## src/rtl/mcpu_ctrl_fsm_if.sv

```systemverilog
// Memory/IO bus between the multi-cycle control sequencer and the memory port.
// master: sequencer side (issues requests, sees completion).
// slave : memory/IO side (answers with MIO_ready).
interface mcpu_ctrl_fsm_if;
    logic MIO_ready;
    logic CPU_MIO;
    logic MemRd;
    logic MemRW;
    logic IorD;

    modport master (
        input  MIO_ready,
        output CPU_MIO,
        output MemRd,
        output MemRW,
        output IorD
    );

    modport slave (
        output MIO_ready,
        input  CPU_MIO,
        input  MemRd,
        input  MemRW,
        input  IorD
    );
endinterface

```

## src/rtl/mcpu_ctrl_fsm.sv

```systemverilog
// Multi-cycle control sequencer for an RV32I subset (R-type, I-type ALU, lw,
// sw, beq, jal). Steps the shared ALU, memory port and register file through
// fetch/decode/execute/memory/write-back, waiting on MIO_ready for each access.
// Optional build macro MIO_TIMEOUT_EN: bounds every memory wait to
// TIMEOUT_CYCLES cycles and traps into BUS_ERR; without it waits are unbounded
// and bus_err is constant 0.
//
// state | meaning
// 0     | FETCH    : read instruction at PC, load IR/OldPC, PC <= PC+4
// 1     | DECODE   : branch/jump target into ALUOut, dispatch on opcode
// 2     | EXE_R    : reg-reg ALU op
// 3     | EXE_I    : reg-imm ALU op
// 4     | MEM_ADDR : effective address for lw/sw
// 5     | MEM_RD   : load data read, wait for MIO_ready
// 6     | MEM_WR   : store data write, wait for MIO_ready
// 7     | WB_ALU   : write ALUOut to rd
// 8     | WB_MEM   : write MDR to rd
// 9     | BRANCH   : compare, take branch when zero
// 10    | JAL      : rd <= PC (already PC+4), PC <= target
// 14    | ILLEGAL  : undecodable opcode, parked until reset
// 15    | BUS_ERR  : memory wait timed out, parked until reset
module mcpu_ctrl_fsm #(
    parameter int TIMEOUT_CYCLES = 16
) (
    input  logic                  clk,
    input  logic                  rst_n,
    input  logic [4:0]            OPcode,
    input  logic [2:0]            Fun3,
    input  logic                  Fun7,
    input  logic                  zero,
    mcpu_ctrl_fsm_if.master       bus,
    output logic                  PCWrite,
    output logic                  PCSource,
    output logic                  IRWrite,
    output logic [1:0]            ALUSrcA,
    output logic [1:0]            ALUSrcB,
    output logic [1:0]            ImmSel,
    output logic [2:0]            ALU_Control,
    output logic                  RegWrite,
    output logic [1:0]            MemtoReg,
    output logic                  instr_done,
    output logic                  illegal,
    output logic                  bus_err,
    output logic [3:0]            state
);

    typedef enum logic [3:0] {
        S_FETCH    = 4'd0,
        S_DECODE   = 4'd1,
        S_EXE_R    = 4'd2,
        S_EXE_I    = 4'd3,
        S_MEM_ADDR = 4'd4,
        S_MEM_RD   = 4'd5,
        S_MEM_WR   = 4'd6,
        S_WB_ALU   = 4'd7,
        S_WB_MEM   = 4'd8,
        S_BRANCH   = 4'd9,
        S_JAL      = 4'd10,
        S_ILLEGAL  = 4'd14,
        S_BUS_ERR  = 4'd15
    } state_t;

    localparam logic [2:0] ALU_AND = 3'b000;
    localparam logic [2:0] ALU_OR  = 3'b001;
    localparam logic [2:0] ALU_ADD = 3'b010;
    localparam logic [2:0] ALU_XOR = 3'b011;
    localparam logic [2:0] ALU_SRL = 3'b101;
    localparam logic [2:0] ALU_SUB = 3'b110;
    localparam logic [2:0] ALU_SLT = 3'b111;

    state_t r_state;
    state_t w_next;
    logic   w_timeout;
    logic   w_iord;
    logic   w_mem_rd;
    logic   w_mem_rw;
    logic   w_cpu_mio;

    // {Fun7,Fun3} to ALU operation; unsupported combinations fall back to and
    function automatic logic [2:0] f_alu(input logic [3:0] funct);
        case (funct)
            4'b0000: f_alu = ALU_ADD;
            4'b1000: f_alu = ALU_SUB;
            4'b0111: f_alu = ALU_AND;
            4'b0110: f_alu = ALU_OR;
            4'b0010: f_alu = ALU_SLT;
            4'b0101: f_alu = ALU_SRL;
            4'b0100: f_alu = ALU_XOR;
            default: f_alu = ALU_AND;
        endcase
    endfunction

`ifdef MIO_TIMEOUT_EN
    localparam int CW = (TIMEOUT_CYCLES > 2) ? $clog2(TIMEOUT_CYCLES) : 1;

    logic [CW-1:0] r_wait_cnt;
    logic          w_waiting;

    assign w_waiting = (r_state == S_FETCH) || (r_state == S_MEM_RD) || (r_state == S_MEM_WR);
    // A ready on the limit cycle still completes the access normally
    assign w_timeout = w_waiting && !bus.MIO_ready && (r_wait_cnt == CW'(TIMEOUT_CYCLES - 1));

    // Wait-state counter: cleared whenever the state changes, counts idle bus cycles
    always_ff @(posedge clk) begin
        if (!rst_n) begin
            r_wait_cnt <= '0;
        end else if (w_next != r_state) begin
            r_wait_cnt <= '0;
        end else if (w_waiting && !bus.MIO_ready) begin
            r_wait_cnt <= r_wait_cnt + 1'b1;
        end
    end
`else
    assign w_timeout = 1'b0;
`endif

    // State register; reset abandons any access and restarts with a fresh fetch
    always_ff @(posedge clk) begin
        if (!rst_n) begin
            r_state <= S_FETCH;
        end else begin
            r_state <= w_next;
        end
    end

    // Next-state and control decode; everything is held at 0 while in reset
    always_comb begin
        w_next      = r_state;
        PCWrite     = 1'b0;
        PCSource    = 1'b0;
        IRWrite     = 1'b0;
        ALUSrcA     = 2'b00;
        ALUSrcB     = 2'b00;
        ImmSel      = 2'b00;
        ALU_Control = ALU_AND;
        RegWrite    = 1'b0;
        MemtoReg    = 2'b00;
        instr_done  = 1'b0;
        illegal     = 1'b0;
        bus_err     = 1'b0;
        w_iord      = 1'b0;
        w_mem_rd    = 1'b0;
        w_mem_rw    = 1'b0;
        w_cpu_mio   = 1'b0;
        if (rst_n) begin
            case (r_state)
                S_FETCH: begin
                    w_mem_rd  = 1'b1;
                    w_cpu_mio = 1'b1;
                    if (bus.MIO_ready) begin
                        IRWrite     = 1'b1;
                        PCWrite     = 1'b1;
                        ALUSrcB     = 2'b01;
                        ALU_Control = ALU_ADD;
                        w_next      = S_DECODE;
                    end else if (w_timeout) begin
                        w_next = S_BUS_ERR;
                    end
                end
                S_DECODE: begin
                    ALUSrcA     = 2'b01;
                    ALUSrcB     = 2'b10;
                    ALU_Control = ALU_ADD;
                    ImmSel      = (OPcode == 5'b11000) ? 2'b10 :
                                  (OPcode == 5'b11011) ? 2'b11 : 2'b00;
                    case (OPcode)
                        5'b01100:          w_next = S_EXE_R;
                        5'b00100:          w_next = S_EXE_I;
                        5'b00000, 5'b01000: w_next = S_MEM_ADDR;
                        5'b11000:          w_next = S_BRANCH;
                        5'b11011:          w_next = S_JAL;
                        default:           w_next = S_ILLEGAL;
                    endcase
                end
                S_EXE_R: begin
                    ALUSrcA     = 2'b10;
                    ALU_Control = f_alu({Fun7, Fun3});
                    w_next      = S_WB_ALU;
                end
                S_EXE_I: begin
                    ALUSrcA     = 2'b10;
                    ALUSrcB     = 2'b10;
                    ALU_Control = f_alu({1'b0, Fun3});
                    w_next      = S_WB_ALU;
                end
                S_MEM_ADDR: begin
                    ALUSrcA     = 2'b10;
                    ALUSrcB     = 2'b10;
                    ALU_Control = ALU_ADD;
                    ImmSel      = (OPcode == 5'b01000) ? 2'b01 : 2'b00;
                    w_next      = (OPcode == 5'b01000) ? S_MEM_WR : S_MEM_RD;
                end
                S_MEM_RD: begin
                    w_iord    = 1'b1;
                    w_mem_rd  = 1'b1;
                    w_cpu_mio = 1'b1;
                    if (bus.MIO_ready) begin
                        w_next = S_WB_MEM;
                    end else if (w_timeout) begin
                        w_next = S_BUS_ERR;
                    end
                end
                S_MEM_WR: begin
                    w_iord    = 1'b1;
                    w_mem_rw  = 1'b1;
                    w_cpu_mio = 1'b1;
                    if (bus.MIO_ready) begin
                        instr_done = 1'b1;
                        w_next     = S_FETCH;
                    end else if (w_timeout) begin
                        w_next = S_BUS_ERR;
                    end
                end
                S_WB_ALU: begin
                    RegWrite   = 1'b1;
                    instr_done = 1'b1;
                    w_next     = S_FETCH;
                end
                S_WB_MEM: begin
                    RegWrite   = 1'b1;
                    MemtoReg   = 2'b01;
                    instr_done = 1'b1;
                    w_next     = S_FETCH;
                end
                S_BRANCH: begin
                    ALUSrcA     = 2'b10;
                    ALU_Control = ALU_SUB;
                    PCWrite     = zero;
                    PCSource    = 1'b1;
                    instr_done  = 1'b1;
                    w_next      = S_FETCH;
                end
                S_JAL: begin
                    RegWrite   = 1'b1;
                    MemtoReg   = 2'b10;
                    PCWrite    = 1'b1;
                    PCSource   = 1'b1;
                    instr_done = 1'b1;
                    w_next     = S_FETCH;
                end
                S_ILLEGAL: begin
                    illegal = 1'b1;
                end
                S_BUS_ERR: begin
`ifdef MIO_TIMEOUT_EN
                    bus_err = 1'b1;
`endif
                end
                default: begin
                    w_next = S_FETCH;
                end
            endcase
        end
    end

    assign bus.IorD    = w_iord;
    assign bus.MemRd   = w_mem_rd;
    assign bus.MemRW   = w_mem_rw;
    assign bus.CPU_MIO = w_cpu_mio;
    assign state       = rst_n ? r_state : 4'd0;

endmodule

```

## src/flat_wrapper.sv

```systemverilog
// flat-port wrapper written by rule: the top's interface ports become plain ports
module mcpu_ctrl_fsm_flat 
#(
    parameter int TIMEOUT_CYCLES = 16
)
  (clk, rst_n, OPcode, Fun3, Fun7, zero, PCWrite, PCSource, IRWrite, ALUSrcA, ALUSrcB, ImmSel, ALU_Control, RegWrite, MemtoReg, instr_done, illegal, bus_err, state, bus_MIO_ready, bus_CPU_MIO, bus_MemRd, bus_MemRW, bus_IorD);
  mcpu_ctrl_fsm_if bus_i ();
  input  logic clk;
  input  logic rst_n;
  input  logic [4:0] OPcode;
  input  logic [2:0] Fun3;
  input  logic Fun7;
  input  logic zero;
  output logic PCWrite;
  output logic PCSource;
  output logic IRWrite;
  output logic [1:0] ALUSrcA;
  output logic [1:0] ALUSrcB;
  output logic [1:0] ImmSel;
  output logic [2:0] ALU_Control;
  output logic RegWrite;
  output logic [1:0] MemtoReg;
  output logic instr_done;
  output logic illegal;
  output logic bus_err;
  output logic [3:0] state;
  input wire logic [$bits(bus_i.MIO_ready)-1:0] bus_MIO_ready;
  output wire logic [$bits(bus_i.CPU_MIO)-1:0] bus_CPU_MIO;
  output wire logic [$bits(bus_i.MemRd)-1:0] bus_MemRd;
  output wire logic [$bits(bus_i.MemRW)-1:0] bus_MemRW;
  output wire logic [$bits(bus_i.IorD)-1:0] bus_IorD;
  assign bus_i.MIO_ready = bus_MIO_ready;
  assign bus_CPU_MIO = bus_i.CPU_MIO;
  assign bus_MemRd = bus_i.MemRd;
  assign bus_MemRW = bus_i.MemRW;
  assign bus_IorD = bus_i.IorD;
  mcpu_ctrl_fsm #(.TIMEOUT_CYCLES(TIMEOUT_CYCLES)) u_core (.clk(clk), .rst_n(rst_n), .OPcode(OPcode), .Fun3(Fun3), .Fun7(Fun7), .zero(zero), .bus(bus_i), .PCWrite(PCWrite), .PCSource(PCSource), .IRWrite(IRWrite), .ALUSrcA(ALUSrcA), .ALUSrcB(ALUSrcB), .ImmSel(ImmSel), .ALU_Control(ALU_Control), .RegWrite(RegWrite), .MemtoReg(MemtoReg), .instr_done(instr_done), .illegal(illegal), .bus_err(bus_err), .state(state));
endmodule
```

## config.mk

```make
export PLATFORM = sky130hd
export DESIGN_NAME = mcpu_ctrl_fsm_flat
export DESIGN_NICKNAME = d
export VERILOG_FILES = /design/src/rtl/mcpu_ctrl_fsm_if.sv /design/src/rtl/mcpu_ctrl_fsm.sv /design/src/flat_wrapper.sv
export SDC_FILE = /design/constraint.sdc
export NUM_CORES = 1
export LEC_CHECK = 0
export CAP_MARGIN = 20
export CORE_MARGIN = 2
export CORE_UTILIZATION = 30
export DETAILED_ROUTE_END_ITERATION = 16
export PLACE_DENSITY_LB_ADDON = 0.05
export SLEW_MARGIN = 20
export SYNTH_ARGS = -nofsm -noshare
export SYNTH_HDL_FRONTEND = slang
export SYNTH_SLANG_ARGS = --single-unit
export TNS_END_PERCENT = 100
```

## constraint.sdc

```tcl
create_clock -name clk -period 6 [get_ports clk]
set_input_delay 1.8 -clock clk [delete_from_list [all_inputs] [get_ports clk]]
set_output_delay 1.8 -clock clk [all_outputs]
set_load 0.01 [all_outputs]
```

; After elaboration in Yosys (flattened, before gate mapping)
; Cells that the tools add are included.
[totals]
ff_bits = 4
latchBits = 0
mem_bits_rw = 0
mem_bits_ro = 0
mem_count = 0
[op_classes]
addsub = 0
multipliers = 0
div_mod_pow = 0
order_cmp = 0
eq_ne = 29
n_shift = 0
muxes = 45
n_bitwise = 1
n_reduce_logical = 17
[op_table]
columns = operator, n
row1 = $pmux W3 S5, 2
row2 = $eq A4 B3 Y1 const B, 7
row3 = $pmux W4 S7, 1
row4 = $eq A4 B4 Y1 const B, 6
row5 = $mux W1, 21
row6 = $pmux W4 S5, 1
row7 = $pmux W3 S6, 1
row8 = $mux W2, 8
row9 = $mux W4, 4
row10 = $pmux W2 S2, 4
row11 = $reduce_or A2 Y1, 7
row12 = $eq A4 B2 Y1 const B, 3
row13 = $eq A5 B4 Y1 const B, 2
row14 = $eq A5 B5 Y1 const B, 2
row15 = $eq A3 B3 Y1 const B, 3
row16 = $reduce_or A3 Y1, 3
row17 = $logic_not A4 Y1, 2
row18 = $reduce_or A4 Y1, 2
row19 = $ne A2 B2 Y1 const B, 3
row20 = $eq A5 B3 Y1 const B, 1
row21 = $logic_not A5 Y1, 1
row22 = $eq A4 B1 Y1 const B, 1
row23 = $reduce_and A4 Y1, 1
row24 = $eq A3 B2 Y1 const B, 1
row25 = other kinds (5), 5

; Depth between registers and ports, before layout
; Gate-level depths: netlist of run 1.
[depth]
word_depth = 5
mapped_depth = 6
mapped_depth_nobuf = 4

; Worst setup path after synthesis of run 1
; No wires, ideal clock.
[synth_path]
path_type = input-to-output
startpoint = in OPcode[1]
endpoint = out ImmSel[0]
t_arrival_ns = 2.751
t_required_ns = 4.200
setup_slack_ns = 1.449
stages = 3
n_path_buf = 0
cell_sequence = or2_2 > or4_1 > a21oi_1
[synth_between]
elab_chain_len = 5
elab_cells_between_ends = 8
[synth_lines]
columns = item, line_no
row1 = from (decl), flat_wrapper.sv:10  ; input logic [4:0] OPcode;
row2 = $eq A5 B5 Y1, mcpu_ctrl_fsm.sv:165  ; (OPcode == 5'b11011) ? 2'b11 : 2'b00;
row3 = $mux W2, mcpu_ctrl_fsm.sv:165
row4 = $mux W2, mcpu_ctrl_fsm.sv:164  ; ImmSel = (OPcode == 5'b11000) ? 2'b10 :
row5 = $pmux W2 S2 *, mcpu_ctrl_fsm.sv:146  ; case (r_state)
row6 = $mux W2 *, mcpu_ctrl_fsm.sv:145  ; if (rst_n) begin
row7 = to (decl), flat_wrapper.sv:19  ; output logic [1:0] ImmSel;
; Every way passes the cells marked *; elsewhere a longest branch is shown, timed or not.

; Worst setup path in the final report of run 1
; Same ends and word-level chain as after synthesis.

==> results.ini, run 1 <==
[worst_setup_path]
critPathBufInv=2
r2r_cells=4
cp-end-kind=output pin
critPathSlowestCell=clkdlybuf4s50_1
worst-path-max-fanout=5
start_kind=primary input
critPathTopFamily=buffers and inverters
worstSetupPathType=in2out
worst-path-stages=5
cp_common_cell=clkdlybuf4s50_1
crit_chain=clkdlybuf4s50_1, or2_2, or4_1, a21oi_1, clkdlybuf4s50_1
worstPathRequired_ns=4.20
crit_arrival_ns=3.70
critPathMaxStageDelay_ns=0.55

[sta]
post-route-min-period_ns=5.50
setup_violations=0
worst_pin_slew_ns=0.890
hold_ws_ns=0.895
post-route-period-util=0.916
finalHoldViolCount=0
drv_slew=0
rsz0062_at_grt=false
clock.fmax_ghz=0.182
tns_ns=0
fin_ws_ns=0.502
relSlewSlack=0.406
fin_skew_ns=0.00194

[synth]
synth_area_leaders=dfxtp_1 (9.5%), nor2_1 (7.6%), a21oi_1 (7.1%), nor3_1 (7.1%), buf_6 (5.3%)
synth-async-reset-ratio=0
ys_seq_area_frac=0.0950
synth_warnings=0
netlist_area_um2=843
synth_cells=133
yosys.area.top_type_share=0.0950
ys_ff_latch=4
synth_top_area_cell=dfxtp_1
synth_cell_types=46
synth_top_flop_cell=dfxtp_1
avgSynthCellArea_um2=6.34
synth_nets=146
synth_edf_count=0

[floorplanning]
start_util=0.311
num_rows=19
fp.dieW_um=57.0
dieArea_um2=3250
core_area_um2=2710
io_pins=39
die_y_um=57.0

[cts]
ctsHoldBuffers=0
cts.sinks=4
insertion_delay_ns=0.23
h-tree-depth=1
ctsResizeCount=0
cts_tree=done
cts_root_buffer=clkbuf_4
cts_max_path_buffers=2
clk_transition_reported_paths_ns=0.04
cts_setup_buffers=0
cts-buffers-inserted=3

[hold_path]
holdPathStages=3
min_path_type=reg2reg

[cells_and_area]
finalNonFillerCells=193
nFillCells=312
stdcell_area_um2=1190
fin_nets=177
largestRegisters=u_core.r_state (4)
syn_to_final_growth_pct=41.7
diodes=0
drive_gt1_frac=0.0864
seq_area_um2=80.1
largest_reg_flops=4
multi_input_area_um2=649
final_util=0.441
top_register=u_core.r_state

[power]
ir_worst_vdd_mv=0.390
p_total_mw=0.417
p_leak_nw=0.433
cellPowerDensity_nw_per_um2=349

[routing]
antenna_left=0
drt_iter0_drc=16
wl_um=2550
wl_per_cell_um=13.2
vias=1052
first_pass_iters=4
drcViolationCount=0
vias_per_cell=5.45

[placed_design]
dp_cells=190
portBuffers=37
dpl-instance-area_um2=1170
hpwl_um=1890
place_congestion=0.846
post-place-ws_ns=0.490

[global_routing]
antenna_found_initial=0
track_usage=0.161
overflow=0
grt_max_degree=27
grt_pass1_wl_um=4430
grt_pass1_vias=1014

[job]
maxCapViolations=0

[run_status]
status=finished, final reports clean

==> tightest hold or removal path: stages (launching register included) <==
cell	delay, ns
dfxtp_1	0.52
nand2_1	0.14
nand2_1	0.06
o22ai_1	0.13
==> worst paths after layout <==
path                                                     start                             end  slack, ns
worst min register to register  u_core.r_state[3]$_SDFFE_PN0P_  u_core.r_state[2]$_SDFFE_PN0P_       0.89
worst min-delay path            u_core.r_state[3]$_SDFFE_PN0P_  u_core.r_state[2]$_SDFFE_PN0P_       0.89
worst max register to register  u_core.r_state[2]$_SDFFE_PN0P_  u_core.r_state[2]$_SDFFE_PN0P_       4.20
worst max-delay path                                 OPcode[1]                       ImmSel[0]       0.50
==> layout make-up <==
class	instances	share of cell area
clock buffers	3	0.0188
inverters	7	0.0220
multi-input cells	110	0.543
flip-flops and latches	4	0.0670
well taps	31	0.0325
repair buffers	38	0.316
==> cells by family after synthesis <==
family,count (synthesis),share of synthesized area
other,1,0.00445
buffers and inverters,19,0.135
AOI/OAI and AO/OA,38,0.312
muxes,1,0.0119
xor gates and xnor gates,1,0.0104
and+or+nand+nor,69,0.432
DFF,4,0.0950
==> cell usage in the layout (no fill, tap or decap), types with 2 or more instances in the layout <==
master | netlist | final
or2_2 | 3 | 3
o21ai_0 | 7 | 7
a21oi_1 | 12 | 12
nor2b_1 | 6 | 6
or3_1 | 2 | 2
clkbuf_4 | 0 | 3
and3_1 | 2 | 2
inv_1 | 7 | 7
a32oi_1 | 3 | 3
nor2_1 | 17 | 17
nand2_1 | 11 | 11
dfxtp_1 | 4 | 4
nor3_1 | 12 | 12
and2_1 | 3 | 3
clkdlybuf4s50_1 | 0 | 37
nand2b_1 | 3 | 3
o31ai_1 | 2 | 2
nand3_1 | 2 | 2
==> where the power goes <==
part	switching, mW	internal (mW)
Clock	0.0106	0.0223
Combinational	0.135	0.147
Sequential	0.0646	0.0374
==> cells in the mapped netlist, types with 2 or more instances <==
cell and n:
o21ai_0 7, buf_6 4, nor3_1 12, buf_2 3, o31ai_1 2, a32oi_1 3
nand2_1 11, and2_1 3, clkbuf_1 2, nand2b_1 3, buf_4 2, nor2_1 17
dfxtp_1 4, or3_1 2, nand3_1 2, or2_2 3, inv_1 7, a21oi_1 12
nor2b_1 6, and3_1 2
==> per-layer routing <==
metal  wire [µm]  track usage
met5           0            0
met4           0       0.0166
met3         140       0.0385
met2        1250        0.259
met1        1160        0.228
Note: power is estimated with default switching activity, not from simulation.
==> inputs of run 2 (changes only) <==
==> constraint.sdc (replaced) <==
create_clock -name clk -period 6 [get_ports clk]
set_input_delay 1.5 -clock clk [delete_from_list [all_inputs] [get_ports clk]]
set_output_delay 1.5 -clock clk [all_outputs]
set_load 0.01 [all_outputs]
==> run 2 against run 1 <==
  * Cell area fell by 0.63%
  * Combinational power barely moved
  * Register-to-register slack barely moved
  * Core utilization fell by 0.28 points
  * Non-clock buffer count fell by 1
  * Sequential power barely moved
  * Count of clock-buffer cells in the layout did not move
  * Power fell by 0.29%
  * Wire length fell by 2.2%
  * Critical path depth did not move
  * Maximum frequency rose by 7.5%
  * Critical endpoint unchanged
  * Largest cell class unchanged
==> results.ini, run 2 (synthesis results as in run 1) <==
[hold_path]
min-delay-start=u_core.r_state[1]$_SDFFE_PN0P_
min_path_type=reg2reg
holdPathStages=2  ; -1
min_to=u_core.r_state[1]$_SDFFE_PN0P_

[cts]
cts_root_buffer=clkbuf_4
cts_max_path_buffers=2  ; unchanged
cts.sinks=4  ; unchanged
ctsHoldBuffers=0  ; unchanged
clk_transition_reported_paths_ns=0.03  ; about the same
ctsResizeCount=0  ; unchanged
h-tree-depth=1  ; unchanged
cts_tree=done
cts_setup_buffers=0  ; unchanged
insertion_delay_ns=0.23  ; about the same
cts-buffers-inserted=3  ; unchanged

[routing]
first_pass_iters=4  ; unchanged
drcViolationCount=0  ; unchanged
vias_per_cell=5.33  ; -2.2%
wl_um=2490  ; -2.2%
wl_per_cell_um=13.0  ; -1.7%
vias=1024  ; -2.7%
drt_iter0_drc=26  ; +10
antenna_left=0  ; unchanged

[worst_setup_path]
r2r_start=u_core.r_state[2]$_SDFFE_PN0P_
start_kind=primary input
r2r_cells=4  ; unchanged
critPathSlowestCell=clkdlybuf4s50_1
r2r-end=u_core.r_state[2]$_SDFFE_PN0P_
worst-path-max-fanout=16  ; +11
crit_chain=clkdlybuf4s50_1, nand2_2, or4_1, a21oi_1, clkdlybuf4s50_1
worstPathRequired_ns=4.50  ; +0.30 ns
critPathMaxStageDelay_ns=0.79  ; +0.24 ns
cp_common_cell=clkdlybuf4s50_1
crit_arrival_ns=3.61  ; -0.09 ns
cp-end-kind=output pin
worstSetupPathType=in2out
r2r_setup_slack_ns=4.20  ; about the same

[cells_and_area]
largest_reg_flops=4  ; unchanged
largestRegisters=u_core.r_state (4)
nFillCells=305  ; -2.2%
drive_gt1_frac=0.0807  ; -0.00567
final_util=0.438  ; -0.00277
fin_nets=176  ; -0.56%
final_common_cell=clkdlybuf4s50_1
top_register=u_core.r_state
mostFrequentLayoutCells=clkdlybuf4s50_1 (37), nor2_1 (17), nor3_1 (12), a21oi_1 (12), nand2_1 (11)
syn_to_final_growth_pct=40.8
diodes=0  ; unchanged

[global_routing]
grt_max_degree=27  ; unchanged
antenna_found_initial=0  ; unchanged
grt_pass1_wl_um=4110  ; -7.3%
grt_pass1_vias=945  ; -6.8%
overflow=0  ; unchanged
track_usage=0.150  ; -0.0112

[placed_design]
hpwl_um=1830  ; -2.7%
place_congestion=0.788  ; -6.9%
portBuffers=37  ; unchanged

[floorplanning]
core_area_um2=2710  ; unchanged
die_y_um=57.0  ; unchanged
dieArea_um2=3250  ; unchanged
num_rows=19  ; unchanged
start_util=0.311  ; unchanged
fp.dieW_um=57.0  ; unchanged
io_pins=39  ; unchanged

[sta]
rsz0062_at_grt=false
post-route-min-period_ns=5.11  ; -0.383 ns
worst_pin_slew_ns=0.905  ; +0.0152 ns
relSlewSlack=0.396  ; -0.0101
setup_violations=0  ; unchanged
fin_skew_ns=0.00508  ; +0.00315 ns
drv_slew=0  ; unchanged
clock.fmax_ghz=0.196  ; +7.5%
finalHoldViolCount=0  ; unchanged
post-route-period-util=0.852  ; -0.0638
tns_ns=0  ; unchanged

[power]
p_clk_frac=0.078  ; about the same
p_int_mw=0.207  ; -0.20%
p_leak_nw=0.428  ; -1.1%
combPwrFrac=0.677  ; about the same
cellPowerDensity_nw_per_um2=350  ; +0.34%
seqPwrFrac=0.245  ; about the same
ir_worst_vdd_mv=0.321  ; -18%
power.switching_mw=0.209  ; -0.37%
switching_share=0.503  ; about the same

[job]
maxCapViolations=0  ; unchanged

[run_status]
status=finished, final reports clean

[run 2: cell count changes in the layout (fill, tap and decap cells not counted), sizes merged]
cell and delta:
buf -1
[run 2: final cells by class]
| type | instances | area [µm²] | share of cell area |
|---|---|---|---|
| clock buffers | 3 | 22.5 | 0.0190 |
| inverters | 7 | 26.3 | 0.0221 |
| flip-flops and latches | 4 | 80.1 | 0.0674 |
| multi-input cells | 110 | 649 | 0.547 |
| well taps | 31 | 38.8 | 0.0327 |
| repair buffers | 37 | 370 | 0.312 |
[run 2: worst max path at each step]
stage                     startpoint         to  slack, ns
final                          rst_n  ImmSel[0]       0.89
after global placement         rst_n  ImmSel[0]       0.91
after CTS                      rst_n  ImmSel[0]       0.87
after global routing           rst_n  ImmSel[0]       0.72
after detailed placement       rst_n  ImmSel[0]       0.87
after floorplan            OPcode[1]  ImmSel[0]       2.05
[run 2: critical path: cells and delay by family]
| kind | cells | cell delay [ns] |
|---|---|---|
| buffers and inverters | 2 | 1.33 |
| and+or+nand+nor | 2 | 0.62 |
| AOI/OAI and AO/OA | 1 | 0.16 |
[run 2: per-layer routing]
metal | vias up | track usage | routed length, µm
met3 | 0 | 0.0136 | 114
li1 | 528 | - | -
met1 | 474 | 0.217 | 1220
met5 | - | 0 | 0
met2 | 22 | 0.245 | 1150
met4 | 0 | 0.0299 | 0
[run 2: power groups by stage]
stage	Sequential, mW	Clock (mW)	Combinational, mW
2_1_floorplan	0.0445	0	0.251
3_3_place_gp	0.102	0	0.285
3_5_place_dp	0.101	0	0.282
4_1_cts	0.101	0.0340	0.284
5_1_grt	0.108	0.0342	0.310
6_report	0.102	0.0323	0.282
[run 2: per-stage QoR]
| step | total power [mW] | hold WS [ns] | instance area (µm²) | instances | worst slack, ns |
|---|---|---|---|---|---|
| floorplan | 0.295 | 0.677 | 843 | 133 | 2.05 |
| global placement | 0.387 | 0.921 | 1160 | 189 | 0.911 |
| detailed placement | 0.383 | 0.901 | 1160 | 189 | 0.867 |
| CTS | 0.419 | 0.910 | 1190 | 192 | 0.868 |
| global route | 0.452 | 0.991 | 1190 | 192 | 0.724 |
| finish | 0.416 | 0.905 | 1190 | 192 | 0.885 |
==> inputs of run 3 (changes only) <==
--- a/config.mk
+++ b/config.mk
@@ -8,10 +8,11 @@
 export CAP_MARGIN = 20
 export CORE_MARGIN = 2
 export CORE_UTILIZATION = 30
+export CTS_CLUSTER_DIAMETER = 40
 export DETAILED_ROUTE_END_ITERATION = 16
 export PLACE_DENSITY_LB_ADDON = 0.05
 export SLEW_MARGIN = 20
 export SYNTH_ARGS = -nofsm -noshare
 export SYNTH_HDL_FRONTEND = slang
 export SYNTH_SLANG_ARGS = --single-unit
-export TNS_END_PERCENT = 100
+export TNS_END_PERCENT = 50
==> results of run 3 <==
The final DEF is identical to that of run 2; final timing and power are the same.
